File: src/rtl/ksa_scheduler.sv
// ksa_scheduler
//   Runs the RC4 key-scheduling pass over a 256-entry scratch (S) memory.
//   It can optionally fill S with the identity permutation first. It then
//   performs the 256 key-driven swaps and raises `finish`, which gates the
//   downstream decrypter.
//
//   Optional feature macro: KSA_INIT_EN
//     defined     : an INIT phase writes s[i] = i before the swap loop
//                   (1792-cycle run).
//     not defined : the scratch must already hold the identity permutation
//                   (1536-cycle run).
//
// Ports
//   clk        in   single clock, rising-edge
//   rst        in   synchronous active-high reset
//   start      in   level request, sampled only in IDLE
//   secret_key in   key, byte 0 in the most significant byte
//   s_addr     out  scratch address (registered)
//   s_data     out  scratch write data (registered)
//   s_wren     out  scratch write enable (registered)
//   s_q        in   scratch read data, valid one cycle after s_addr
//   finish     out  high while in DONE (registered)

module ksa_scheduler #(
  parameter int DATA_WIDTH = 8,
  parameter int ADDR_WIDTH = 8,
  parameter int KEY_BYTES  = 3
) (
  input  logic                    clk,
  input  logic                    rst,
  input  logic                    start,
  input  logic [8*KEY_BYTES-1:0]  secret_key,
  output logic [ADDR_WIDTH-1:0]   s_addr,
  output logic [DATA_WIDTH-1:0]   s_data,
  output logic                    s_wren,
  input  logic [DATA_WIDTH-1:0]   s_q,
  output logic                    finish
);

  localparam int KW = (KEY_BYTES > 1) ? $clog2(KEY_BYTES) : 1;

  typedef enum logic [3:0] {
    IDLE,
`ifdef KSA_INIT_EN
    INIT,
`endif
    RD_I,
    CAP_I,
    RD_J,
    CAP_J,
    WR_I,
    WR_J,
    DONE
  } state_t;

  state_t                  state;
  logic [ADDR_WIDTH-1:0]   i;
  logic [ADDR_WIDTH-1:0]   j;
  logic [KW-1:0]           k;
  logic [8*KEY_BYTES-1:0]  key_reg;
  logic [DATA_WIDTH-1:0]   si;
  logic [DATA_WIDTH-1:0]   sj;
  logic [7:0]              key_byte;
  logic [ADDR_WIDTH-1:0]   j_next;

  // Select key byte k. Byte 0 sits in the top byte of the key word, so the
  // index runs downward from the MSB end. A small mux keeps k a plain
  // wrapping counter instead of needing i mod KEY_BYTES.
  always_comb begin
    key_byte = '0;
    for (int b = 0; b < KEY_BYTES; b++) begin
      if (k == KW'(b)) begin
        key_byte = key_reg[8*(KEY_BYTES-1-b) +: 8];
      end
    end
  end

  // New j uses s[i] straight off the read port in CAP_I. The same value is
  // latched into si on that edge, so j and the RD_J address agree. The sum
  // wraps at 256 by width truncation.
  assign j_next = j + ADDR_WIDTH'(s_q) + ADDR_WIDTH'(key_byte);

  // Main sequencer. Every output is registered. The values assigned on an
  // edge are the ones the memory sees during the state being entered.
  always_ff @(posedge clk) begin
    if (rst) begin
      state   <= IDLE;
      i       <= '0;
      j       <= '0;
      k       <= '0;
      key_reg <= '0;
      si      <= '0;
      sj      <= '0;
      s_addr  <= '0;
      s_data  <= '0;
      s_wren  <= 1'b0;
      finish  <= 1'b0;
    end else begin
      case (state)
        IDLE: begin
          s_wren <= 1'b0;
          finish <= 1'b0;
          if (start) begin
            key_reg <= secret_key;
            i       <= '0;
            j       <= '0;
            k       <= '0;
            s_addr  <= '0;
`ifdef KSA_INIT_EN
            s_data  <= '0;
            s_wren  <= 1'b1;
            state   <= INIT;
`else
            state   <= RD_I;
`endif
          end
        end

`ifdef KSA_INIT_EN
        // Identity fill: this cycle writes s[i] = i. The next cycle's
        // write is set up here.
        INIT: begin
          if (&i) begin
            i      <= '0;
            s_addr <= '0;
            s_wren <= 1'b0;
            state  <= RD_I;
          end else begin
            i      <= i + ADDR_WIDTH'(1);
            s_addr <= i + ADDR_WIDTH'(1);
            s_data <= DATA_WIDTH'(i + ADDR_WIDTH'(1));
            s_wren <= 1'b1;
          end
        end
`endif

        RD_I: begin
          state <= CAP_I;
        end

        CAP_I: begin
          si     <= s_q;
          j      <= j_next;
          s_addr <= j_next;
          state  <= RD_J;
        end

        RD_J: begin
          state <= CAP_J;
        end

        // When i == j, both writes below store the same value, so S is
        // left unchanged.
        CAP_J: begin
          sj     <= s_q;
          s_addr <= i;
          s_data <= s_q;
          s_wren <= 1'b1;
          state  <= WR_I;
        end

        WR_I: begin
          s_addr <= j;
          s_data <= si;
          s_wren <= 1'b1;
          state  <= WR_J;
        end

        WR_J: begin
          s_wren <= 1'b0;
          k      <= (k == KW'(KEY_BYTES-1)) ? '0 : k + KW'(1);
          if (&i) begin
            finish <= 1'b1;
            state  <= DONE;
          end else begin
            i      <= i + ADDR_WIDTH'(1);
            s_addr <= i + ADDR_WIDTH'(1);
            state  <= RD_I;
          end
        end

        // Stay here while start is held, so one request gives one run.
        DONE: begin
          s_wren <= 1'b0;
          if (!start) begin
            finish <= 1'b0;
            state  <= IDLE;
          end
        end

        default: begin
          s_wren <= 1'b0;
          finish <= 1'b0;
          state  <= IDLE;
        end
      endcase
    end
  end

endmodule
File: config.mk
export PLATFORM = sky130hd
export DESIGN_NAME = ksa_scheduler
export DESIGN_NICKNAME = d
export VERILOG_FILES = /design/src/rtl/ksa_scheduler.sv
export SDC_FILE = /design/constraint.sdc
export NUM_CORES = 1
export LEC_CHECK = 0
export BUFFER_PORTS_ARGS = -buffer_cell sky130_fd_sc_hd__buf_4
export CELL_PAD_IN_SITES_DETAIL_PLACEMENT = 0
export CELL_PAD_IN_SITES_GLOBAL_PLACEMENT = 1
export CORE_UTILIZATION = 40
export CTS_BUF_LIST = sky130_fd_sc_hd__clkbuf_4
export DETAILED_ROUTE_END_ITERATION = 6
export PLACE_DENSITY = 0.81
export SYNTH_ARGS = -nofsm -noshare
export SYNTH_HDL_FRONTEND = slang
export SYNTH_SLANG_ARGS = --single-unit
File: constraint.sdc
create_clock -name clk -period 3.15 [get_ports clk]
set_input_delay 0.315 -clock clk [delete_from_list [all_inputs] [get_ports clk]]
set_output_delay 0.315 -clock clk [all_outputs]
set_load 0.02 [all_outputs]
==> out/results.ini <==
[synth]
synth_top_cell_by_area=dfxtp_1
yosysMostFrequentCell=nand2_1
ys_warn_count=0
synth_cells=451
syn-cell-area_sq_um=3650
synth_edf_count=0
synth_area_leaders=dfxtp_1 (39%), nand2_1 (9.3%), a21oi_1 (8.0%)
syn_nets=501
ys_types=50
netlist_top_cells_count=nand2_1 (90), dfxtp_1 (71), a21oi_1 (58), nor2_1 (39), o21ai_0 (20)
ys_seq_area_frac=0.389
ys_ff_latch=71
synth_top_area_share=0.389
postSynthAreaPerCell_sq_um=8.09
synthArstFlopShare=0
ys.flop_type=dfxtp_1

[routing]
via_per_inst=5.38
routedWlPerCell_um=14.4
first_pass_iters=5
drt_wl_total_um=8780
drc=0
via_count=3270
drt_iter0_markers=213
drt.antenna.violating_nets=0

[power]
peakVddDrop_mv=0.261
p_leak_nw=1.68
cellPowerDensity_nw_per_um2=481
design_power_total_mw=2.07

[critical_path]
crit_chain=mux2i_1, nor2_1, a21oi_1, fa_1, inv_1, ha_1, inv_1, fa_1, nor2b_1, o31ai_1, and3_1, mux2i_1, a211oi_2
worst_ep_required_time_ns=3.42
reg2reg_setup_slack_ns=0.31
cp-start-kind=register
cpMaxStageDelayCell=fa_1
max_stage_delay_ns=0.43
worstSetupPathType=reg2reg
cp-end-kind=register
worstPathArrival_ns=3.12
cp_max_fo=4

[clock_network]
htree_num_levels=3
clock-sinks=71
worstSkewPairLatency_ns=0.42
cts_inserted_buffers=9
clk_pin_slew_ns=0.12
holdBufCountCts=0
cts_buffer_depth=2
clockRootBuffer=clkbuf_4
post_cts_buffers=0
cts_tree=built
cts_resized=0

[layout]
n_antenna_cell=0
final_nets=545
fillCellCount=885
final_core_util=0.491
area_growth_pct=17.9
drive_gt1_frac=0.172
final_area_sq_um=4300
largest_reg_flops=24

[die]
die_area_sq_um=9510
start_util=0.416
coreArea_sq_um=8760
ios=53
rows=34
die_w_um=97.5
dieHeight_um=97.5

[sta]
skew_ns=0.0187
fmax_mhz=352
fin_tns_setup_ns=0
timing.final.crit_share=0.903
worst_pin_slew_ns=0.767
maxSlewViolCount=0
setup_viol=0
fin_crit_ns=2.84
finalHoldViolCount=0
slew_headroom=0.489
grt_setup_unrepaired=no

[grt]
grt.overflow.total=0
grt_pass1_vias=3029
antenna_found_initial=0
grt_pass1_wl_um=15000
gr-usage-all-layers=0.196
grt_max_degree=74

[worst_hold_path]
hold_path.class=in2reg

[placed_design]
dp_hpwl_um=6300
place_area_sq_um=4140
portBuffers=52
place_congestion=0.832

[job]
cap_violations=0

[run_status]
status=finished, final reports clean

-- path summary, 6_finish.rpt --
path / from / to / depth (start not counted)
worst max-delay path: k[1]$_SDFFE_PP0P_ / s_addr[7]$_SDFFE_PP0P_ / 13
worst min-delay path: secret_key[16] / key_reg[16]$_SDFFE_PP0P_ / 3
worst max register to register: k[1]$_SDFFE_PP0P_ / s_addr[7]$_SDFFE_PP0P_ / 13
worst min register to register: si[3]$_SDFFE_PP0P_ / si[3]$_SDFFE_PP0P_ / 2
-- through the flow --
| stage | cells | setup slack [ns] | hold WS, ns |
|---|---|---|---|
| final | 608 | 0.306 | 0.129 |
| after global routing | 608 | 0.0512 | 0.0949 |
| after floorplan | 451 | 0.119 | 0.436 |
| after detailed placement | 592 | 0.318 | 0.449 |
| after CTS | 608 | 0.286 | 0.0871 |
| after global placement | 592 | 0.375 | 0.442 |
-- cells by family (layout without fill, tap and decap cells) --
family | Yosys count | after routing | synth area share
and+or+nand+nor | 168 | 168 | 0.204
AOI/OAI and AO/OA | 123 | 123 | 0.209
DFF | 71 | 71 | 0.389
buffers and inverters | 43 | 92 | 0.0480
muxes | 20 | 20 | 0.0552
adders and majority gates | 15 | 15 | 0.0679
xor gates and xnor gates | 11 | 11 | 0.0264
-- layout by cell type, fill, tap and decap left out, drive strengths merged, types with 2 or more instances in the layout --
cell,count
nand2,90
dfxtp,71
buf,65
a21oi,58
nor2,39
o21ai,20
mux2i,19
inv,12
nand3,10
a211oi,10
clkbuf,9
a22oi,8
fa,8
xor2,7
ha,7
nor2b,6
nor3,5
xnor2,4
and2,3
a32oi,3
o31ai,3
o211ai,3
a31oi,2
and3b,2
o2bb2ai,2
o21a,2
o311a,2
or3,2
nand4b,2
and3,2
nand3b,2
bufinv,2
clkinvlp,2
nand4,2
o22ai,2
clkinv,2
-- power by group --
| part | total [mW] | switching [mW] | internal [mW] | leakage [nW] |
|---|---|---|---|---|
| clock network | 0.671 | 0.348 | 0.323 | 0.0802 |
| logic | 0.416 | 0.242 | 0.174 | 1.02 |
| registers | 0.985 | 0.0363 | 0.949 | 0.578 |
-- final cells by class --
cell class | instances | area, sq um | area share
clock buffers | 9 | 67.6 | 0.0157
clock inverters | 7 | 96.3 | 0.0224
inverters | 11 | 41.3 | 0.00959
multi-input cells | 337 | 2050 | 0.477
flip-flops and latches | 71 | 1420 | 0.331
well taps | 108 | 135 | 0.0314
repair buffers | 65 | 488 | 0.113
-- metal layers --
layer / share of wire / vias to the layer above / wire length (um) / GRT usage
met5: 0 / - / 0 / 0
met3: 0.050 / 9 / 435 / 0.0417
met2: 0.47 / 101 / 4100 / 0.302
met4: 0.0064 / 0 / 56 / 0.0543
met1: 0.48 / 1500 / 4190 / 0.275
li1: - / 1660 / - / -
-- critical path: cells and delay by family, from the launching register on --
family                     cells  cell delay [ns]
muxes                          2             0.38
DFF                            1             0.38
and+or+nand+nor                3             0.40
adders and majority gates      3             1.03
AOI/OAI and AO/OA              3             0.37
buffers and inverters          2             0.14
Power figures use the tool's default switching activity.
